## config.mk

```make
export PLATFORM = sky130hd
export DESIGN_NAME = mem_port_arbiter
export DESIGN_NICKNAME = d
export VERILOG_FILES = /design/src/rtl/mem_arb_pkg.sv /design/src/rtl/mem_arb_tag_pipe.sv /design/src/rtl/mem_port_arbiter.sv
export SDC_FILE = /design/constraint.sdc
export NUM_CORES = 1
export LEC_CHECK = 0
export BUFFER_PORTS_ARGS = -buffer_cell sky130_fd_sc_hd__buf_2
export CORE_MARGIN = 1.5
export CORE_UTILIZATION = 40
export DETAILED_ROUTE_END_ITERATION = 12
export PLACE_DENSITY_LB_ADDON = 0.12
export SLEW_MARGIN = 40
export SYNTH_ARGS = -nofsm -noshare
export SYNTH_HDL_FRONTEND = slang
export SYNTH_SLANG_ARGS = --single-unit
```

## constraint.sdc

```tcl
create_clock -name clock -period 1.9 [get_ports clock]
set_input_delay 0.285 -clock clock [delete_from_list [all_inputs] [get_ports clock]]
set_output_delay 0.285 -clock clock [all_outputs]
set_load 0.02 [all_outputs]
```

## src/rtl/mem_arb_pkg.sv

```systemverilog
// Shared types and constants for the two-port memory arbiter.
// Latency: n/a (types only).
// Backpressure: n/a.
package mem_arb_pkg;

  localparam int DEF_ADDR_W = 12;
  localparam int DEF_DATA_W = 16;

  localparam logic PORT_CPU = 1'b0;
  localparam logic PORT_IO  = 1'b1;

  typedef struct packed {
    logic valid;
    logic port;
  } tag_t;

endpackage

```

## src/rtl/mem_arb_tag_pipe.sv

```systemverilog
// Shift register carrying {valid, port} tags alongside reads in flight.
// Latency: DEPTH cycles from tag_in to tag_out.
// Backpressure: none; advances every cycle, synchronous reset clears all stages.
module mem_arb_tag_pipe
  import mem_arb_pkg::*;
#(
  parameter int DEPTH = 2
) (
  input  logic clock,
  input  logic reset,
  input  tag_t tag_in,
  output tag_t tag_out
);

  tag_t stages [DEPTH];

  always_ff @(posedge clock) begin
    if (reset) begin
      for (int i = 0; i < DEPTH; i++) begin
        stages[i] <= '0;
      end
    end else begin
      stages[0] <= tag_in;
      for (int i = 1; i < DEPTH; i++) begin
        stages[i] <= stages[i-1];
      end
    end
  end

  assign tag_out = stages[DEPTH-1];

endmodule

```

## src/rtl/mem_port_arbiter.sv

```systemverilog
// Two-port arbiter onto a single-port memory; round-robin, or fixed priority with MEM_ARB_FIXED_PRIO_EN.
// Latency: grant is combinational, read data returns READ_LATENCY+1 cycles after the grant.
// Backpressure: a losing requester holds req/addr/data/wren until granted; returns are never stalled.
module mem_port_arbiter
  import mem_arb_pkg::*;
#(
  parameter int ADDR_W       = DEF_ADDR_W,
  parameter int DATA_W       = DEF_DATA_W,
  parameter int READ_LATENCY = 1
) (
  input  logic              clock,
  input  logic              reset,

  input  logic              p0_req,
  input  logic              p0_wren,
  input  logic [ADDR_W-1:0] p0_addr,
  input  logic [DATA_W-1:0] p0_data,
  output logic              p0_gnt,
  output logic              p0_valid,
  output logic [DATA_W-1:0] p0_q,

  input  logic              p1_req,
  input  logic              p1_wren,
  input  logic [ADDR_W-1:0] p1_addr,
  input  logic [DATA_W-1:0] p1_data,
  output logic              p1_gnt,
  output logic              p1_valid,
  output logic [DATA_W-1:0] p1_q,

  output logic [ADDR_W-1:0] m_addr,
  output logic [DATA_W-1:0] m_data,
  output logic              m_wren,
  input  logic [DATA_W-1:0] m_q
);

  localparam int TAG_DEPTH = READ_LATENCY + 1;

  logic              any_gnt;
  logic              sel_port;
  logic              sel_wren;
  logic [ADDR_W-1:0] sel_addr;
  logic [DATA_W-1:0] sel_data;
  tag_t              tag_in;
  tag_t              tag_out;

`ifdef MEM_ARB_FIXED_PRIO_EN
  always_comb begin
    p0_gnt = 1'b0;
    p1_gnt = 1'b0;
    if (!reset) begin
      p0_gnt = p0_req;
      p1_gnt = p1_req & ~p0_req;
    end
  end
`else
  // last holds the most recently granted port; a tie goes to the other one.
  logic last;

  always_comb begin
    p0_gnt = 1'b0;
    p1_gnt = 1'b0;
    if (!reset) begin
      if (p0_req && p1_req) begin
        if (last == PORT_IO) begin
          p0_gnt = 1'b1;
        end else begin
          p1_gnt = 1'b1;
        end
      end else begin
        p0_gnt = p0_req;
        p1_gnt = p1_req;
      end
    end
  end

  always_ff @(posedge clock) begin
    if (reset) begin
      last <= PORT_IO;
    end else if (p0_gnt) begin
      last <= PORT_CPU;
    end else if (p1_gnt) begin
      last <= PORT_IO;
    end
  end
`endif

  assign any_gnt  = p0_gnt | p1_gnt;
  assign sel_port = p1_gnt ? PORT_IO : PORT_CPU;
  assign sel_wren = p1_gnt ? p1_wren : p0_wren;
  assign sel_addr = p1_gnt ? p1_addr : p0_addr;
  assign sel_data = p1_gnt ? p1_data : p0_data;

  // Address/data hold across idle cycles; only the write strobe drops.
  always_ff @(posedge clock) begin
    if (reset) begin
      m_addr <= '0;
      m_data <= '0;
      m_wren <= 1'b0;
    end else if (any_gnt) begin
      m_addr <= sel_addr;
      m_data <= sel_data;
      m_wren <= sel_wren;
    end else begin
      m_wren <= 1'b0;
    end
  end

  assign tag_in.valid = any_gnt & ~sel_wren;
  assign tag_in.port  = sel_port;

  mem_arb_tag_pipe #(
    .DEPTH (TAG_DEPTH)
  ) u_tag_pipe (
    .clock   (clock),
    .reset   (reset),
    .tag_in  (tag_in),
    .tag_out (tag_out)
  );

  assign p0_valid = tag_out.valid && (tag_out.port == PORT_CPU);
  assign p1_valid = tag_out.valid && (tag_out.port == PORT_IO);
  assign p0_q     = m_q;
  assign p1_q     = m_q;

  a_gnt_onehot: assert property (@(posedge clock) !(p0_gnt && p1_gnt));
  a_gnt_has_req: assert property (@(posedge clock) (!p0_gnt || p0_req) && (!p1_gnt || p1_req));

endmodule

```

; ---- After elaboration in Yosys (flattened, before gate mapping)
; Memories as Yosys holds them, arrays and structs flattened.
; Cells that the tools add are included.
[word_totals]
reg_bits = 30
ramBits = 4
input_bits = 78
elab_cells = 34
memories = 1
[memory_table]
columns = name, depth, word_bits, read_ports, rd_clocked_by_memory_dff, write_ports, line_no
row1 = u_tag_pipe.stages, 2, 2, 2, 0, 2, mem_arb_tag_pipe.sv:15  ; tag_t stages [DEPTH];
[op_classes]
n_mux = 17
bitwise = 7
n_reduce_logical = 5
[op_table]
columns = cell, n
row1 = $mux 16, 1
row2 = $mux 1, 13
row3 = $mux 12, 1
row4 = $mux 2, 2
row5 = $logic_and 1x1->1, 3
row6 = $not 1->1, 3
row7 = $or 1x1->1, 3
row8 = $reduce_bool 2->1, 1
row9 = $reduce_or 2->1, 1
row10 = $and 1x1->1, 1

; ---- Depth between registers and ports, before layout
[logic_depth]
depth_word = 7
depth_mapped = 5
mapped_depth_nobuf = 3

; ---- By module
; A second synthesis with hierarchy kept.
[unflattened]
cells_unflattened = 152
area_unflattened_um2 = 1581.5
[modules_own_cells]
columns = module, n_inst, cells_each, area_each_um2
row1 = mem_port_arbiter, 1, 142, 1461.4
row2 = mem_arb_tag_pipe, 1, 10, 120.1

; ---- Worst setup path before layout
; No wires, ideal clock.
[synth_path]
path_kind = register to register
from = register last
to = register m_addr[11]
setup_ps = 122
arrival_ps = 1168
t_required_ps = 1778
path_slack_ps = 610
stages_incl_launch_ff = 6
path_buffers = 2
cell_sequence = dfxtp_1 > and2b_1 > nor3_1 > buf_4 > buf_4 > a221o_1
[synth_between]
elab_chain_len = 4
[synth_lines]
columns = element, line_no
row1 = "start, declared", mem_port_arbiter.sv:57  ; logic last;
row2 = "start signal, assigned", mem_port_arbiter.sv:78  ; last <= PORT_IO;
row3 = "start signal, assigned", mem_port_arbiter.sv:80  ; last <= PORT_CPU;
row4 = "start signal, assigned", mem_port_arbiter.sv:82  ; last <= PORT_IO;
row5 = $mux 1, mem_port_arbiter.sv:64  ; if (last == PORT_IO) begin
row6 = $mux 1, mem_port_arbiter.sv:63  ; if (p0_req && p1_req) begin
row7 = $mux 1, mem_port_arbiter.sv:62  ; if (!reset) begin
row8 = $mux 12 or $or 1x1->1 (tied branches), "mem_port_arbiter.sv:90, mem_port_arbiter.sv:87"
row9 = "end signal, assigned", mem_port_arbiter.sv:100  ; m_addr <= sel_addr;
row10 = "end, declared", mem_port_arbiter.sv:30  ; output logic [ADDR_W-1:0] m_addr,
; Parallel ways exist; a longest one is shown, timed or not.
; A chain may end at the register's enable or synchronous reset.

; ---- Final worst setup path
[layout_path]
from = register last
to = output p0_gnt
[layout_between]
elab_chain_len = 3
[layout_lines]
columns = element, line_no
row1 = $mux 1, mem_port_arbiter.sv:64
row2 = $mux 1, mem_port_arbiter.sv:63
row3 = $mux 1, mem_port_arbiter.sv:62
row4 = "end, declared", mem_port_arbiter.sv:18  ; output logic p0_gnt,
; Every way passes these cells.

==> impl_results.md <==
* Worst relative slew slack at 76.0%
* Max-Cap Viols at 0
* Pre-Repair DR Iteration Count at 4
* Sink Count at 34
* Routability-driven placement congestion ratio at 0.674
* Placement Cell Area at 0.00182 sq mm
* CTS buffer count at 5
* # Post-CTS Setup Buffers at 0
* Post-route cell area at 0.00193 sq mm
* Required @ worst endpoint at 1.62 ns
* FF-to-FF Start: last$_SDFFE_PP1P_
* Final min period at 1.60 ns
* Final setup margin at 0.303 ns
* Slew @ Worst Pin at 0.359 ns
* Worst Reg-to-Reg Cells at 4
* Critical-path cell list: and2b_1, nor3_2, buf_2
* # diodes at 0
* Initial antenna violation count at 0
* RSZ-0062 raised after global routing: no
* Hold path cells at 2
* Min-Delay Path Class: in2reg
* Clk Latency, worst-skew pair at 0.28 ns
* Vert. Die Dim at 65.4 microns
* Seq/Total Area, Yosys at 43.7%
* Critical Path Max Stage Delay at 0.37 ns
* DIE AREA at 0.00428 sq mm
* CP max-delay cell: dfxtp_1
* Number of I/O port buffers at 94
* Final setup violation count at 0
* WL per Instance at 14.4 microns
* Arrival time worst endpoint at 1.31 ns
* CTS resizes at 0
* Total Routing Usage GR at 18.0%
* Final setup TNS at 0 ns
* CTS tree: yes
* Critical path capture point type: output pin
* Top cell type's share of synthesized area at 43.7%
* CP delay by family, top: simple AND/OR/NAND/NOR gates
* CTS H-tree lvls at 2
* Run status: finished clean
* Fin. Hold Viols at 0
* Syn_area_per_cell at 10.5 sq um
* HP Start: p1_addr[9]
* Nets at 292
* Critical Path Source Type: register
* Worst-path clk slew at 0.06 ns
* PD cells at 847 mW/mm^2
* DR iter-0 viols at 51
* IO Pins at 143
* Distinct cells, synth at 20
* First-pass GRT wire length at 5870 microns
* Leading cell type in the layout, fill and taps excluded: buf_2
* Layout cells sized above 1 at 50.7%
* Placed cell count at 254
* DP Worst Slack at 0.326 ns
* Crit path kind: reg2out
* Final wirelength at 3790 microns
* Cell Area, Synth at 0.00156 sq mm
* Drc violations at 0
* Power, Total at 0.00163 W
* Clock Skews at 0.00470 ns
* Peak VDD IR at 431 uV
* Critical R2R Capture: m_addr[8]$_SDFFE_PP0P_
* Placeable Area at 0.00369 sq mm
* Most frequent cells in the layout: buf_2 (94), dfxtp_1 (34), and2_1 (29)
* HPWL after DPL at 2860 microns
* Die Width at 65.4 microns
* Critical path buffers and inverters at 1
* Crit Path Max Fanout at 4
* Synth Register Bits at 34
* Root Buffer Master: clkbuf_8
* WHS Endpoint: m_addr[9]$_SDFFE_PP0P_
* Number of global-route vias before repair at 1281
* Bufs on Longest Clock Path at 2
* Static Leak at 0.993 nW
* FF-to-FF setup slack at 0.57 ns
* Starting Density at 42.2%
* Synth top area cells: dfxtp_1 (44%), a221o_1 (18%), buf_4 (17%), and2_1 (12%), buf_6 (1.4%)
* Layout Cells excl Fill at 263
* Total gr overflow at 0
* Area grow syn2layout at 23.6%
* Core Rows at 22
* Largest net degree at the start of global routing at 29
* Syn Nets at 227
* Post-DRT Antenna Nets at 0
* Post-CTS Hold Buffers at 0
* Highest clock rate at 626 MHz
* Fin. max-slew vios at 0
* Final period util at 84.1%
* Mapped Cells at 149
* Synth warnings at 0
* Via Count at 1326
* Area leader, netlist: dfxtp_1
* Vias per inst at 5.04
[Yosys cell counts]
library cell and n:
a221o_1 28, nor3_4 1, dfxtp_1 34, buf_4 35, o32a_1 1, inv_1 1
and2b_1 1, buf_6 2, nor2b_1 3, a211o_1 1, nand3_1 1, buf_2 2
nand3b_1 1, nor2_1 3, nand2_1 1, a21bo_1 1, a21oi_1 1, nor3_1 1
and2_1 29, clkbuf_1 2
[report_power, final]
group	switching (W)	leakage, nW	internal (W)	total [W]
Combinational	0.000159	0.663	0.000139	0.000298
Sequential	0.0000250	0.282	0.000770	0.000795
Clock	0.000246	0.0482	0.000292	0.000538
[sequential cells by signal, summed over array words and instances (netlist names)]
signal and count:
m_data 16, last 1, m_addr 12, m_wren 1
u_tag_pipe.stages 4
[per-layer routing]
layer | wire length, microns | track usage, %
met4 | 102 | 8.59
met3 | 371 | 5.99
met5 | 0 | 0
met1 | 1550 | 20.8
met2 | 1760 | 30.0
[cell type report]
type	instances	area (sq um)
inverter	1	3.75
sequential	34	681
fill	368	1760
clock buffer	7	86.3
tap	48	60.1
timing repair buffer	99	512
clock inverter	1	5.00
multi-input combinational	73	578
[worst max path at each step]
stage                 startpoint                 endpoint  slack (ns)  cells past startpoint
3_5_place_dp               reset   m_data[6]$_SDFFE_PP0P_        0.33                      4
5_1_grt        last$_SDFFE_PP1P_                   p1_gnt        0.24                      4
2_1_floorplan  last$_SDFFE_PP1P_  m_addr[11]$_SDFFE_PP0P_        0.61                      5
6_report       last$_SDFFE_PP1P_                   p0_gnt        0.30                      3
4_1_cts        last$_SDFFE_PP1P_                   p0_gnt        0.30                      3
3_3_place_gp               reset  m_addr[11]$_SDFFE_PP0P_        0.36                      4
[through the flow]
step                util [%]  hold slack [ns]
finish                  52.2            0.222
global route            52.2            0.222
CTS                     51.9            0.215
detailed placement      49.4            0.432
global placement        49.4            0.431
floorplan                  -            0.414
[cell families after synthesis]
| group | Yosys count | share of synthesized area, % |
|---|---|---|
| AOI/OAI and AO/OA | 32 | 20.2 |
| and+or+nand+nor | 41 | 16.5 |
| DFF | 34 | 43.7 |
| buffers and inverters | 42 | 19.7 |
Note: power is estimated with default switching activity, not from simulation.
